<file path="config.mk">
export PLATFORM = sky130hd
export DESIGN_NAME = rd_burst_fsm
export DESIGN_NICKNAME = d
export VERILOG_FILES = /design/src/rtl/rd_burst_fsm.sv
export SDC_FILE = /design/constraint.sdc
export NUM_CORES = 1
export LEC_CHECK = 0
export BUFFER_PORTS_ARGS = -buffer_cell sky130_fd_sc_hd__buf_2
export CAP_MARGIN = 25
export CORE_UTILIZATION = 50
export DETAILED_ROUTE_END_ITERATION = 12
export PLACE_DENSITY = 0.82
export SKIP_LAST_GASP = 1
export SYNTH_ARGS = -nofsm -noshare
export SYNTH_HDL_FRONTEND = slang
export SYNTH_SLANG_ARGS = --single-unit
</file>
<file path="constraint.sdc">
create_clock -name clk -period 1.7 [get_ports clk]
set_input_delay 0.425 -clock clk [delete_from_list [all_inputs] [get_ports clk]]
set_output_delay 0.425 -clock clk [all_outputs]
set_load 0.01 [all_outputs]
</file>
<file path="src/rtl/rd_burst_fsm.sv">
// Read-burst sequencer: one go issues len+1 read beats, each followed by a fixed delay with ws retry.
// Optional feature macro: WS_TIMEOUT_EN (bounded retries per beat, reported on o_err).
module rd_burst_fsm #(
  parameter int BURST_W    = 4,
  parameter int DLY_CYCLES = 1,
  parameter int MAX_RETRY  = 7
) (
  input  logic               clk,
  input  logic               rst_n,
  input  logic               i_go,
  input  logic [BURST_W-1:0] i_len,
  input  logic               i_ws,
  input  logic               i_abort,
  output logic               o_rd,
  output logic               o_ds,
  output logic               o_busy,
  output logic [BURST_W-1:0] o_beat_cnt,
  output logic               o_abt,
  output logic               o_err
);

  localparam int DLY_W = $clog2(DLY_CYCLES + 1);

  typedef enum logic [1:0] {
    S_IDLE = 2'd0,
    S_READ = 2'd1,
    S_DLY  = 2'd2,
    S_DONE = 2'd3
  } state_t;

  state_t             r_state, w_state_nxt;
  logic [BURST_W-1:0] r_len, w_len_nxt;
  logic [BURST_W-1:0] r_beat, w_beat_nxt;
  logic [DLY_W-1:0]   r_dly, w_dly_nxt;
  logic               r_abt, w_abt_nxt;
  logic               r_rd, r_ds, r_busy;

`ifdef WS_TIMEOUT_EN
  localparam int RETRY_W = $clog2(MAX_RETRY + 1);
  logic [RETRY_W-1:0] r_retry, w_retry_nxt;
  logic               r_err, w_err_nxt;
`endif

  // Next-state and datapath updates; abort beats ws, which beats the last-beat check.
  always_comb begin
    w_state_nxt = r_state;
    w_len_nxt   = r_len;
    w_beat_nxt  = r_beat;
    w_dly_nxt   = r_dly;
    w_abt_nxt   = r_abt;
`ifdef WS_TIMEOUT_EN
    w_retry_nxt = r_retry;
    w_err_nxt   = r_err;
`endif
    case (r_state)
      S_IDLE: begin
        w_abt_nxt = 1'b0;
`ifdef WS_TIMEOUT_EN
        w_err_nxt = 1'b0;
`endif
        if (i_go) begin
          w_state_nxt = S_READ;
          w_len_nxt   = i_len;
          w_beat_nxt  = {BURST_W{1'b0}};
`ifdef WS_TIMEOUT_EN
          w_retry_nxt = {RETRY_W{1'b0}};
`endif
        end else begin
          w_state_nxt = S_IDLE;
        end
      end
      S_READ: begin
        if (i_abort) begin
          w_state_nxt = S_DONE;
          w_abt_nxt   = 1'b1;
        end else begin
          w_state_nxt = S_DLY;
          w_dly_nxt   = DLY_W'(DLY_CYCLES - 1);
        end
      end
      S_DLY: begin
        if (i_abort) begin
          w_state_nxt = S_DONE;
          w_abt_nxt   = 1'b1;
        end else if (r_dly != {DLY_W{1'b0}}) begin
          w_dly_nxt = r_dly - DLY_W'(1);
        end else if (i_ws) begin
`ifdef WS_TIMEOUT_EN
          if (r_retry == RETRY_W'(MAX_RETRY)) begin
            w_state_nxt = S_DONE;
            w_err_nxt   = 1'b1;
          end else begin
            w_state_nxt = S_READ;
            w_retry_nxt = r_retry + RETRY_W'(1);
          end
`else
          w_state_nxt = S_READ;
`endif
        end else if (r_beat == r_len) begin
          w_state_nxt = S_DONE;
        end else begin
          w_state_nxt = S_READ;
          w_beat_nxt  = r_beat + BURST_W'(1);
`ifdef WS_TIMEOUT_EN
          w_retry_nxt = {RETRY_W{1'b0}};
`endif
        end
      end
      S_DONE: begin
        w_state_nxt = S_IDLE;
        w_abt_nxt   = 1'b0;
`ifdef WS_TIMEOUT_EN
        w_err_nxt   = 1'b0;
`endif
      end
      default: begin
        w_state_nxt = S_IDLE;
        w_abt_nxt   = 1'b0;
      end
    endcase
  end

  // State, counters and Moore outputs registered from the next state so they align with it.
  always_ff @(posedge clk or negedge rst_n) begin
    if (!rst_n) begin
      r_state <= S_IDLE;
      r_len   <= {BURST_W{1'b0}};
      r_beat  <= {BURST_W{1'b0}};
      r_dly   <= {DLY_W{1'b0}};
      r_abt   <= 1'b0;
      r_rd    <= 1'b0;
      r_ds    <= 1'b0;
      r_busy  <= 1'b0;
    end else begin
      r_state <= w_state_nxt;
      r_len   <= w_len_nxt;
      r_beat  <= w_beat_nxt;
      r_dly   <= w_dly_nxt;
      r_abt   <= w_abt_nxt;
      r_rd    <= (w_state_nxt == S_READ);
      r_ds    <= (w_state_nxt == S_DONE);
      r_busy  <= (w_state_nxt != S_IDLE);
    end
  end

`ifdef WS_TIMEOUT_EN
  // Retry counter and timeout flag.
  always_ff @(posedge clk or negedge rst_n) begin
    if (!rst_n) begin
      r_retry <= {RETRY_W{1'b0}};
      r_err   <= 1'b0;
    end else begin
      r_retry <= w_retry_nxt;
      r_err   <= w_err_nxt;
    end
  end

  assign o_err = r_err;
`else
  assign o_err = 1'b0;
`endif

  assign o_rd       = r_rd;
  assign o_ds       = r_ds;
  assign o_busy     = r_busy;
  assign o_beat_cnt = r_beat;
  assign o_abt      = r_abt;

endmodule
</file>
# --- Word-level counts from Yosys, hierarchy flattened ---
# Index checks and enable logic that the tools add are counted.
op_classes:
  reduce_logical: 9
  muxes: 19
  n_addsub: 2
  eq_ne: 13
op_table:
  columns: ["cell", "n"]
  rows:
  - ["4-bit 2-to-1 mux", 5]
  - ["2-bit inequality test (second input constant)", 6]
  - ["2-bit 2-to-1 mux", 4]
  - ["2-bit one-hot mux with 4 select lines", 1]
  - ["4-bit one-hot mux with 2 select lines", 1]
  - ["2-bit == test (second input constant)", 3]
  - ["1-bit 2-to-1 mux", 6]
  - ["6-bit AND reduction", 1]
  - ["2-bit nonzero test", 3]
  - ["4-bit by 1-bit adder with 4-bit output (second input constant)", 1]
  - ["2-bit by 1-bit == test with 1-bit output (second input constant)", 2]
  - ["4-bit == test", 1]
  - ["1-bit one-hot mux with 2 select lines", 2]
  - ["2-bit OR reduction", 2]
  - ["3-bit AND reduction", 1]
  - ["2-bit zero test", 1]
  - ["2-bit by 1-bit inequality test with 1-bit output (second input constant)", 1]
  - ["2-bit AND reduction", 1]
  - ["1-bit subtractor (second input constant)", 1]
word_totals:
  elab_cells: 51
  inputBits: 9
  output_inout_bits: 9
  register_bits: 15

# --- Depth between registers and ports, before layout ---
# Gate-level depths: netlist (run 1).
logic_depth:
  depth_word: 7
  depth_mapped: 7
  depth_no_buf: 7

# --- Worst setup path before layout (run 1) ---
# No wires, ideal clock.
synth_timing:
  path_kind: "flip-flop to flip-flop"
  startpoint: "reg r_beat[0] (netlist: o_beat_cnt[0])"
  endpoint: "reg r_beat[2] (netlist: o_beat_cnt[2])"
  required_ps: 1576
  n_path_buf: 0
  path_slack_ps: 236
  setup_ps: 124
  period_less_slack_ps: 1464
  path_stages_with_launch: 5
  arrival_time_ps: 1340
  cell_sequence: "dfrtp_1 xnor2_1 a41oi_4 nor3b_1 a211o_1"
synth_via:
  elab_chain_len: 6
  word_cells_on_any_way: 9
  cone_classes: "1 x add/sub; 2 x eq/ne; 5 x mux; 1 x reduce/logical"
synth_rtl:
  columns: ["item", "line_no", "source"]
  rows:
  - ["from (decl)", "33", "logic [BURST_W-1:0] r_beat, w_beat_nxt;"]
  - ["from (signal assigned)", "128", "r_beat <= {BURST_W{1'b0}};"]
  - ["from (signal assigned)", "137", "r_beat <= w_beat_nxt;"]
  - ["4-bit by 1-bit adder with 4-bit output", "103", "w_beat_nxt = r_beat + BURST_W'(1);"]
  - ["4-bit 2-to-1 mux", "99", "end else if (r_beat == r_len) begin"]
  - ["4-bit 2-to-1 mux", "87", "end else if (i_ws) begin"]
  - ["4-bit 2-to-1 mux", "85", "end else if (r_dly != {DLY_W{1'b0}}) begin"]
  - ["4-bit 2-to-1 mux", "82", "if (i_abort) begin"]
  - ["4-bit one-hot mux with 2 select lines", "55", "case (r_state)"]
# Parallel ways exist; a longest one is shown, timed or not. The select of a mux whose other input is x is not followed.
# A chain may end at the register's enable or synchronous reset.

# --- Worst setup path after layout (run 1) ---
layout_timing:
  startpoint: "reg r_state[1]"
  endpoint: "reg r_beat[2] (netlist: o_beat_cnt[2])"
layout_via:
  elab_chain_len: 3
  word_cells_on_any_way: 10
  cone_classes: "6 x eq/ne; 1 x mux; 3 x reduce/logical"
layout_rtl:
  columns: ["item", "line_no", "source"]
  rows:
  - ["from (decl)", "31", "state_t r_state, w_state_nxt;"]
  - ["from (signal assigned)", "135", "r_state <= w_state_nxt;"]
  - ["2-bit == test / 2-bit zero test (equally long branches)", "55", null]
  - ["2-bit inequality test (no source line) / 2-bit nonzero test (equally long branches)", null, null]
  - ["6-bit AND reduction (no source line)", null, null]
# Parallel ways exist; a longest one is shown, timed or not.

==> out/qor.log, run 1 <==
[die] number of core rows 13
[routing] Vias/cell 5.462
[setup_path] critical path class reg2reg
[timing] Worst Max-Slew Pin Slew 507.0 ps
[final_layout] Area growth, synth to finish 19.83%
[power_and_ir_drop] power density relative to cell area 1602 nW/um^2
[setup_path] path depth of the worst reg2reg path 5
[cts] root buffer cell sky130_fd_sc_hd__clkbuf_4
[global_route] total grt overflow 0
[routing] count of antenna-violating nets left after detailed routing 0
[setup_path] data arrival time at the worst-slack endpoint 1790 ps
[placement] Placer Congestion 0.7171
[routing] number of search-and-repair iterations in the first detailed-routing pass 4
[power_and_ir_drop] portion of total power attributed to combinational logic 45.4%
[logic_synthesis] Yosys Warn Count 0
[routing] wire length reported by the detailed router 1321 um
[logic_synthesis] cell types with the largest area share after synthesis sky130_fd_sc_hd__dfrtp_1, sky130_fd_sc_hd__ha_1, sky130_fd_sc_hd__mux2_2
[cts] hold buffer count at cts 0
[placement] count of input and output buffers 16
[routing] DR vias 568
[cts] number of resized instances in the post-cts repair step 0
[logic_synthesis] most frequent cells after synthesis sky130_fd_sc_hd__dfrtp_1, sky130_fd_sc_hd__nand2_1
[cts] clk sink count 14
[timing] clk_skew 5.828 ps
[logic_synthesis] portion of the post-synthesis area used by sequential elements 47.46%
[timing] max frequency 0.6163 GHz
[setup_path] reg-to-reg critical path startpoint r_state[1]
[die] Die Y-Extent 40.43 um
[logic_synthesis] count of cell types in the netlist 27
[power_and_ir_drop] switching power total 543.1 uW
[final_layout] Sequential Area 350.3 um^2
[global_route] number of antenna violations at the first check in global routing 0
[cts] post-CTS setup-driven buffer insertion count 0
[routing] average wire per cell in the routed design 12.70 um
[timing] final setup TNS 0 ps
[timing] number of max-slew violations in the final report 0
[die] floorplan core area 1334 um^2
[die] number of ports placed on the die boundary 18
[setup_path] crit path capture type register
[final_layout] multi-input gate area in the final layout 361.6 um^2
[global_route] total routing resource utilization after global routing 18.89%
[final_layout] layout cell share with drive strength beyond 1 33.71%
[logic_synthesis] prevailing post-synth register cell sky130_fd_sc_hd__dfrtp_1
[setup_path] flop-to-flop setup slack 80 ps
[timing] time the worst path needs with I/O delays and setup 1623 ps
[setup_path] Max Fanout on Critical Path 6
[timing] headroom to the max-slew limit 65.84%
[power_and_ir_drop] worst vdd rail ir drop 962.6 uV
[setup_path] FF-to-FF End o_beat_cnt[2]
[final_layout] fillers 113
[logic_synthesis] cell count after synthesis 68
[die] Die Span X 40.43 um
[global_route] maximum number of pins on one net before global-route repair 15
[power_and_ir_drop] Internal Pwr Total 873.9 uW
[global_route] vias in the first global route 466
[placement] dpl cell area 848.3 um^2
[cts] Max Buffers Root-to-Sink 2
[logic_synthesis] area fraction of the dominant cell type after synthesis 47.46%
[final_layout] NumNets Final 103
[logic_synthesis] library cell with the highest instance count after synthesis sky130_fd_sc_hd__dfrtp_1
[power_and_ir_drop] share of total power in sequential cells 37.9%
[timing] worst hold-check slack 17.99 ps
[power_and_ir_drop] total leakage power 0.0004321 uW
[power_and_ir_drop] share of total power consumed by net switching 38.33%
[cts] CTS clock-pin slew for the worst setup and hold paths 90 ps
[logic_synthesis] Syn Area/Cell 10.86 um^2
[routing] number of remaining DRC errors 0
[logic_synthesis] number of enable flip-flop cells after synthesis 0
[logic_synthesis] largest area contributor in the netlist sky130_fd_sc_hd__dfrtp_1
[final_layout] number of diodes 0
[logic_synthesis] Synth Net Count 81
[global_route] wire length of the first global-routing pass 1918 um
[final_layout] post-route cell area 884.6 um^2
[placement] half-perimeter wire length of the detailed placement result 995.1 um
[setup_path] sort of element at the start of the critical path register
[timing] period utilisation layout 95.44%
[routing] 1st-iter DRT viols 5
[die] initial core utilization 55.35%
[cts] total CTS buffers 3
[setup_path] Req. time, crit path 1870 ps
[timing] Final setup violation count 0
[run_status] run status finished clean
[die] area enclosed by the die boundary 1634 um^2
[cts] TritonCTS clock tree built
[cts] number of H-tree branching levels 1
[cts] clock insertion delay at the later pin of the skew report 280 ps
[logic_synthesis] Async S/R FF share, synth 100.0%
[flow_run] MaxCap Viol Count 0
[timing] RSZ-0062 raised after global routing no
[logic_synthesis] flip-flop and latch count after synthesis 14
[power_and_ir_drop] share of total power in the clock network 16.7%
[logic_synthesis] synthesized area 738.2 um^2
[min_path] Hold Path Class in2async
[power_and_ir_drop] post-layout power 1417 uW
[timing] Hold Vio Cnt, Final 0
## power groups by stage
stage | clock network [uW] | logic (uW) | registers (uW)
after floorplan | 0 | 427 | 570
after global placement | 0 | 627 | 542
after detailed placement | 0 | 642 | 545
after CTS | 246 | 647 | 538
after global routing | 261 | 698 | 549
final | 236 | 643 | 537
## registers in the layout (all words and copies together), names as in the netlist
name	cells
o_beat_cnt	4
r_state	2
r_len	4
o_abt	1
o_ds	1
o_rd	1
o_busy	1
## layer usage
metal  track usage, %  share of wire (%)
met1            23.34                 47
met2            29.37                 47
met3            5.556                5.3
met4            10.00                  0
met5                0                  0
## stage by stage
| stage | instances | util, % | worst slack, ps |
|---|---|---|---|
| final | 104 | 66.32 | 77.48 |
| after detailed placement | 100 | 63.60 | 83.83 |
| after global placement | 100 | 63.60 | 100.1 |
| after global routing | 104 | 66.32 | 8.024 |
| after CTS | 104 | 66.32 | 107.6 |
| after floorplan | 68 | - | 236.3 |
## cells in the final DEF, fill, tap and decap left out, drive strengths merged
cell and instances:
nor3b 1, nand2b 1, a21oi 2, o211ai 3, or2 1, buf 19, inv 4, a211o 2
mux2 4, nand4 3, nand3 1, a41oi 1, o21a 1, and3 1, nand3b 1, ha 4
clkbuf 4, conb 1, o21ai 1, nand4b 1, dfrtp 14, nor2 2, nand2 11, o31a 1
xnor2 4, a41o 1
## kinds of logic after synthesis
kind of cell | Yosys count | share of synthesized area, %
compound gates | 12 | 15.25
xor+xnor | 4 | 4.745
fa+ha+maj | 4 | 6.780
buf+inv | 6 | 3.559
flops | 14 | 47.46
mux | 4 | 6.101
other cells | 1 | 0.5080
simple gates | 23 | 15.60
## critical path: stages, from the launching register on
cell and delay, ps:
sky130_fd_sc_hd__dfrtp_1 390, sky130_fd_sc_hd__inv_1 90, sky130_fd_sc_hd__ha_1 230, sky130_fd_sc_hd__nand2b_1 210, sky130_fd_sc_hd__o21ai_0 250, sky130_fd_sc_hd__a211o_1 340
## worst max-delay path by stage
stage,from,endpoint,slack (ps),cells after the start
3_5_place_dp,i_ws,o_beat_cnt[2],80,5
3_3_place_gp,i_ws,o_beat_cnt[2],100,5
4_1_cts,r_state[1],o_beat_cnt[2],110,5
5_1_grt,r_state[0],o_beat_cnt[2],8,5
2_1_floorplan,o_beat_cnt[0],o_beat_cnt[2],240,4
6_report,r_state[1],o_beat_cnt[2],80,5
## final cells by class
type                    count  area share (%)
clock buffers               4           4.102
well taps                  15           2.122
inverters                   4           1.697
flip-flops and latches     14           39.60
repair buffers             19           11.60
multi-input cells          48           40.88
Note: power is estimated with default switching activity, not from simulation.
==> run 2, diff against run 1 <==
--- a/config.mk
+++ b/config.mk
@@ -5,11 +5,12 @@
 export SDC_FILE = /design/constraint.sdc
 export NUM_CORES = 1
 export LEC_CHECK = 0
+export ABC_AREA = 1
 export BUFFER_PORTS_ARGS = -buffer_cell sky130_fd_sc_hd__buf_2
 export CAP_MARGIN = 25
-export CORE_UTILIZATION = 50
+export CORE_UTILIZATION = 51
 export DETAILED_ROUTE_END_ITERATION = 12
-export PLACE_DENSITY = 0.82
+export PLACE_DENSITY = 0.83
 export SKIP_LAST_GASP = 1
 export SYNTH_ARGS = -nofsm -noshare
 export SYNTH_HDL_FRONTEND = slang
==> run 2 against run 1 <==
Clock-buffer cell count unchanged. Combinational power about the same. Critical path depth up 2. Setup slack better by 120 ps. Sequential share of layout area is 0.39 points lower. Register-to-register slack improved by 120 ps. Sequential cell count unchanged. Largest power group unchanged.
==> out/qor.log, run 2 <==
[flow_run] MaxCap Viol Count 0
[logic_synthesis] cell count after synthesis 97
[cts] Max Buffers Root-to-Sink 2
[final_layout] layout cell share with drive strength beyond 1 22.41%
[placement] half-perimeter wire length of the detailed placement result 1106 um
[die] initial core utilization 56.72%
[timing] clk_skew 0.8325 ps
[setup_path] sort of element at the start of the critical path register
[global_route] maximum number of pins on one net before global-route repair 15
[setup_path] reg-to-reg critical path startpoint r_state[1]
[setup_path] critical path class reg2reg
[placement] dpl cell area 857.1 um^2
[timing] Final setup violation count 0
[die] number of ports placed on the die boundary 18
[timing] final setup TNS 0 ps
[final_layout] Area growth, synth to finish 16.67%
[timing] RSZ-0062 raised after global routing no
[global_route] number of antenna violations at the first check in global routing 0
[die] area enclosed by the die boundary 1661 um^2
[power_and_ir_drop] worst vdd rail ir drop 861.3 uV
[global_route] wire length of the first global-routing pass 2256 um
[cts] CTS clock-pin slew for the worst setup and hold paths 90 ps
[routing] DR vias 638
[final_layout] non-filler cells, final 131
[die] Die Y-Extent 40.75 um
[cts] clk sink count 14
[routing] count of antenna-violating nets left after detailed routing 0
[routing] Vias/cell 4.870
[logic_synthesis] most frequent cells after synthesis sky130_fd_sc_hd__nand2_1, sky130_fd_sc_hd__inv_1, sky130_fd_sc_hd__dfrtp_1
[setup_path] flop-to-flop setup slack 200 ps
[die] floorplan core area 1350 um^2
[routing] number of remaining DRC errors 0
[setup_path] Req. time, crit path 1870 ps
[logic_synthesis] count of cell types in the netlist 18
[setup_path] path depth of the worst reg2reg path 7
[global_route] total grt overflow 0
[routing] wire length reported by the detailed router 1436 um
[global_route] total routing resource utilization after global routing 22.11%
[logic_synthesis] flip-flop and latch count after synthesis 14
[logic_synthesis] portion of the post-synthesis area used by sequential elements 45.75%
[global_route] vias in the first global route 568
[cts] TritonCTS clock tree built
[logic_synthesis] area fraction of the dominant cell type after synthesis 45.75%
[final_layout] most frequent cells in the layout sky130_fd_sc_hd__nand2_1, sky130_fd_sc_hd__inv_1, sky130_fd_sc_hd__buf_2, sky130_fd_sc_hd__dfrtp_1, sky130_fd_sc_hd__nor2_1
[logic_synthesis] Synth Net Count 110
[logic_synthesis] number of enable flip-flop cells after synthesis 0
[timing] number of max-slew violations in the final report 0
[timing] period utilisation layout 88.11%
[die] Die Span X 40.75 um
[logic_synthesis] library cell with the highest instance count after synthesis sky130_fd_sc_hd__nand2_1
[setup_path] end of the critical path o_busy
[cts] root buffer cell sky130_fd_sc_hd__clkbuf_4
[logic_synthesis] prevailing post-synth register cell sky130_fd_sc_hd__dfrtp_1
[logic_synthesis] largest area contributor in the netlist sky130_fd_sc_hd__dfrtp_1
[timing] max frequency 0.6676 GHz
[cts] total CTS buffers 3
[setup_path] crit path capture type register
[cts] number of resized instances in the post-cts repair step 0
[placement] Placed Cells incl. Taps 127
[logic_synthesis] Syn Area/Cell 7.894 um^2
[logic_synthesis] cell types with the largest area share after synthesis sky130_fd_sc_hd__dfrtp_1, sky130_fd_sc_hd__nand2_1, sky130_fd_sc_hd__inv_1
[power_and_ir_drop] total leakage power 0.0005059 uW
[cts] number of H-tree branching levels 1
[min_path] Hold Path Class in2async
[routing] 1st-iter DRT viols 16
[cts] clock insertion delay at the later pin of the skew report 280 ps
[logic_synthesis] synthesized area 765.7 um^2
[final_layout] NumNets Final 130
[final_layout] number of diodes 0
[die] number of core rows 13
[final_layout] post-route cell area 893.4 um^2
[cts] post-CTS setup-driven buffer insertion count 0
[timing] Hold Vio Cnt, Final 0
[setup_path] CP startpoint r_state[1]
[setup_path] FF-to-FF End o_busy
[setup_path] Max Fanout on Critical Path 4
[logic_synthesis] Yosys Warn Count 0
[setup_path] data arrival time at the worst-slack endpoint 1670 ps
[placement] count of input and output buffers 16
[placement] Placer Congestion 0.7850
[cts] hold buffer count at cts 0
[timing] time the worst path needs with I/O delays and setup 1498 ps
[logic_synthesis] Async S/R FF share, synth 100.0%
[routing] average wire per cell in the routed design 10.96 um
[run_status] run status finished clean
[power_and_ir_drop] power density relative to cell area 1596 nW/um^2
[routing] number of search-and-repair iterations in the first detailed-routing pass 4
[final_layout] leading cell type in the layout, fill and taps excluded sky130_fd_sc_hd__nand2_1
==> run 2: cell types whose count changed in the layout (fill, tap and decap cells not counted), moves of 2 or more <==
cell / previous run / this run
sky130_fd_sc_hd__o211ai_1: 3 / 0
sky130_fd_sc_hd__a21oi_1: 1 / 6
sky130_fd_sc_hd__a211o_1: 2 / 0
sky130_fd_sc_hd__nand4_1: 3 / 0
sky130_fd_sc_hd__nor2_2: 0 / 2
sky130_fd_sc_hd__mux2_2: 4 / 0
sky130_fd_sc_hd__xnor2_1: 4 / 1
sky130_fd_sc_hd__inv_1: 4 / 17
sky130_fd_sc_hd__buf_4: 3 / 0
sky130_fd_sc_hd__nand3_1: 1 / 6
sky130_fd_sc_hd__nand2_1: 11 / 29
sky130_fd_sc_hd__nor2_1: 2 / 9
==> run 2: metal layers <==
layer  global-route usage [%]  wire length [um]  up-vias
li1                         -                 -      331
met1                    24.23               631      287
met2                    37.70               719       15
met3                    4.891                49        5
met4                    15.00                36        0
met5                        0                 0        -
==> run 2: final cells by class <==
class	count	area [um^2]
Clock buffer	4	36.28
Fill cell	123	456.7
Inverter	17	63.81
Multi-Input combinational cell	65	344.1
Sequential cell	14	350.3
Tap cell	15	18.77
Timing Repair Buffer	16	80.08
==> run 2: critical path: stages, from the launching register on <==
cell	delay, ps
sky130_fd_sc_hd__dfrtp_1	400
sky130_fd_sc_hd__inv_1	100
sky130_fd_sc_hd__ha_1	170
sky130_fd_sc_hd__inv_1	80
sky130_fd_sc_hd__nor2_1	210
sky130_fd_sc_hd__inv_1	80
sky130_fd_sc_hd__a31oi_2	240
sky130_fd_sc_hd__nand3_1	100
==> run 2: kinds of logic after synthesis <==
group,synth area share (%)
buffers and inverters,9.314
DFF,45.75
xor gates and xnor gates,1.144
other,0.4897
adders and majority gates,6.536
and+or+nand+nor,27.45
AOI/OAI and AO/OA,9.314
==> run 2: per-stage QoR <==
| stage | power (uW) | util, % | setup slack [ps] | hold WS (ps) |
|---|---|---|---|---|
| 5_1_grt | 1563 | 66.17 | 35.15 | 41.96 |
| 2_1_floorplan | 1026 | - | 314.6 | 129.4 |
| 3_3_place_gp | 1165 | 63.48 | 258.8 | 332.2 |
| 3_5_place_dp | 1198 | 63.48 | 214.9 | 331.7 |
| 4_1_cts | 1442 | 66.17 | 203.7 | 21.20 |
| 6_report | 1426 | 66.17 | 202.1 | 25.06 |
==> run 2: how the worst min path moves through the flow <==
stage / endpoint / slack (ps) / startpoint
2_1_floorplan: o_abt / 130 / rst_n
3_3_place_gp: o_beat_cnt[3] / 330 / rst_n
3_5_place_dp: o_beat_cnt[2] / 330 / rst_n
4_1_cts: o_beat_cnt[2] / 20 / rst_n
5_1_grt: o_beat_cnt[2] / 40 / rst_n
6_report: o_beat_cnt[2] / 30 / rst_n
==> run 2: power breakdown <==
group	leakage (uW)	switching [uW]	internal [uW]
clock	0.0000210	114	130
sequential	0.000172	78.5	457
combinational	0.000313	401	245
total	0.000506	594	832
==> run 3, diff against run 2 <==
--- a/config.mk
+++ b/config.mk
@@ -6,9 +6,10 @@
 export NUM_CORES = 1
 export LEC_CHECK = 0
 export ABC_AREA = 1
-export BUFFER_PORTS_ARGS = -buffer_cell sky130_fd_sc_hd__buf_2
+export BUFFER_PORTS_ARGS = -buffer_cell sky130_fd_sc_hd__clkbuf_2
 export CAP_MARGIN = 25
 export CORE_UTILIZATION = 51
+export CTS_CLUSTER_DIAMETER = 80
 export DETAILED_ROUTE_END_ITERATION = 12
 export PLACE_DENSITY = 0.83
 export SKIP_LAST_GASP = 1
==> constraint.sdc (replaced) <==
create_clock -name clk -period 1.55 [get_ports clk]
set_input_delay 0.3875 -clock clk [delete_from_list [all_inputs] [get_ports clk]]
set_output_delay 0.3875 -clock clk [all_outputs]
set_load 0.01 [all_outputs]
==> run 3 against run 2 <==
Cell count unchanged. Clock skew up 3.0 ps. Non-clock buffer count unchanged. Global-route usage down 2.9 points. Utilization up 0.83 points. Clock power up 7%. Sequential cell count unchanged. Maximum frequency up 3.8%. Total power up 12%. Setup slack worse by 95 ps. Register-to-register slack worse by 90 ps. Wire length down 1.4%.
==> out/qor.log, run 3 (synthesis results as in run 2) <==
[placement] worst slack, placed 21.61 ps
[power_and_ir_drop] switching power total 668.5 uW
[power_and_ir_drop] total leakage power 0.0005047 uW
[setup_path] sort of element at the start of the critical path register
[routing] average wire per cell in the routed design 10.81 um
[cts] CTS clock-pin slew for the worst setup and hold paths 90 ps
[routing] detailed route wirelength on metal2 720 um
[final_layout] Area growth, synth to finish 18.14%
[placement] Placer Congestion 0.7840
[setup_path] critical path class reg2reg
[cts] TritonCTS clock tree built
[timing] final critical-path setup slack 107.3 ps
[final_layout] most frequent cells in the layout sky130_fd_sc_hd__nand2_1, sky130_fd_sc_hd__inv_1, sky130_fd_sc_hd__clkbuf_2, sky130_fd_sc_hd__dfrtp_1, sky130_fd_sc_hd__nor2_1
[cts] number of resized instances in the post-cts repair step 0
[global_route] vias in the first global route 512
[global_route] wire length of the first global-routing pass 2042 um
[routing] DR vias 627
[routing] wire length reported by the detailed router 1416 um
[setup_path] data arrival time at the worst-slack endpoint 1640 ps
[cts] clk sink count 14
[routing] wire length on met1 639 um
[routing] Vias/cell 4.786
[die] Die Span X 40.75 um
[final_layout] layout cell share with drive strength beyond 1 23.28%
[power_and_ir_drop] portion of total power attributed to combinational logic 47.0%
[routing] DR top layer met4
[final_layout] number of diodes 0
[power_and_ir_drop] share of total power in sequential cells 36.7%
[routing] Routed met3 length 46 um
[cts] clock insertion delay at the later pin of the skew report 270 ps
[timing] number of max-slew violations in the final report 0
[timing] time the worst path needs with I/O delays and setup 1443 ps
[timing] Hold Vio Cnt, Final 0
[die] number of core rows 13
[timing] Final setup violation count 0
[flow_run] MaxCap Viol Count 0
[die] floorplan core area 1350 um^2
[setup_path] crit path capture type register
[final_layout] fillers 126
[setup_path] Max Fanout on Critical Path 6
[routing] 1st-iter DRT viols 2
[placement] Placed Cells incl. Taps 127
[timing] RSZ-0062 raised after global routing yes
[routing] number of remaining DRC errors 0
[cts] post-CTS setup-driven buffer insertion count 0
[power_and_ir_drop] share of total power in the clock network 16.3%
[timing] clk_skew 3.874 ps
[final_layout] non-filler cells, final 131
[min_path] Hold Path Class in2async
[power_and_ir_drop] worst vdd rail ir drop 982.6 uV
[timing] period utilisation layout 93.08%
[final_layout] NumNets Final 130
[power_and_ir_drop] Internal Pwr Total 928.1 uW
[die] number of ports placed on the die boundary 18
[die] initial core utilization 56.72%
[global_route] maximum number of pins on one net before global-route repair 15
[die] Die Y-Extent 40.75 um
[setup_path] Req. time, crit path 1740 ps
[cts] hold buffer count at cts 0
[final_layout] leading cell type in the layout, fill and taps excluded sky130_fd_sc_hd__nand2_1
[die] area enclosed by the die boundary 1661 um^2
[cts] number of H-tree branching levels 1
[run_status] run status finished clean
[cts] root buffer cell sky130_fd_sc_hd__clkbuf_4
[power_and_ir_drop] post-layout power 1597 uW
[cts] Max Buffers Root-to-Sink 2
[power_and_ir_drop] share of total power consumed by net switching 41.87%
[routing] number of search-and-repair iterations in the first detailed-routing pass 2
[global_route] total routing resource utilization after global routing 19.24%
[global_route] number of antenna violations at the first check in global routing 0
[routing] count of antenna-violating nets left after detailed routing 0
[cts] total CTS buffers 3
[placement] count of input and output buffers 16
[timing] max frequency 0.6931 GHz
[placement] half-perimeter wire length of the detailed placement result 1070 um
[power_and_ir_drop] power density relative to cell area 1765 nW/um^2
[global_route] total grt overflow 0
==> run 3: cell types whose count changed in the layout (fill, tap and decap cells not counted), sizes merged <==
cell,previous run,this run
clkbuf,4,20
buf,16,0
==> run 3: worst paths after layout <==
path                       slack (ps)  cells past startpoint        from       endpoint
setup / recovery                  110                      6  r_state[0]           o_ds
hold / removal                      2                      1       rst_n  o_beat_cnt[2]
setup reg to reg                  110                      6  r_state[0]           o_ds
hold reg to reg                   490                      1       o_abt          o_abt
max in group asynchronous        1290                      1       rst_n         o_busy
min in group clk                  360                      3    i_len[3]       r_len[3]
==> run 3: final cells by class <==
type	count	area (um^2)	share of cell area, %
Timing Repair Buffer	16	80.08	8.852
Multi-Input combinational cell	65	355.3	39.28
Sequential cell	14	350.3	38.73
Tap cell	15	18.77	2.075
Clock buffer	4	36.28	4.011
Inverter	17	63.81	7.054
==> run 3: routing by layer <==
metal	vias up	GRT usage [%]
li1	334	-
met1	279	23.89
met2	12	31.35
met3	2	5.435
met4	0	7.500
met5	-	0
==> run 3: stage by stage <==
stage	TNS (ps)	cell area [um^2]	util [%]	hold WS [ps]
6_report	0	904.6	67.01	2.386
4_1_cts	0	893.4	66.17	6.504
2_1_floorplan	0	765.7	-	91.91
3_5_place_dp	0	857.1	63.48	308.3
5_1_grt	-48.38	904.6	67.01	24.04
3_3_place_gp	0	857.1	63.48	305.4
==> run 3: power by group through the flow <==
stage	logic [uW]	clock network, uW	registers [uW]
2_1_floorplan	518	0	607
3_3_place_gp	692	0	587
3_5_place_dp	724	0	592
4_1_cts	726	268	585
5_1_grt	858	283	598
6_report	750	261	586
==> run 3: worst max-delay path: stages (launching register included) <==
cell and delay (ps):
sky130_fd_sc_hd__dfrtp_1 410, sky130_fd_sc_hd__inv_1 90, sky130_fd_sc_hd__ha_1 250, sky130_fd_sc_hd__inv_1 120, sky130_fd_sc_hd__a21oi_4 270, sky130_fd_sc_hd__a31oi_4 70, sky130_fd_sc_hd__a21oi_1 160
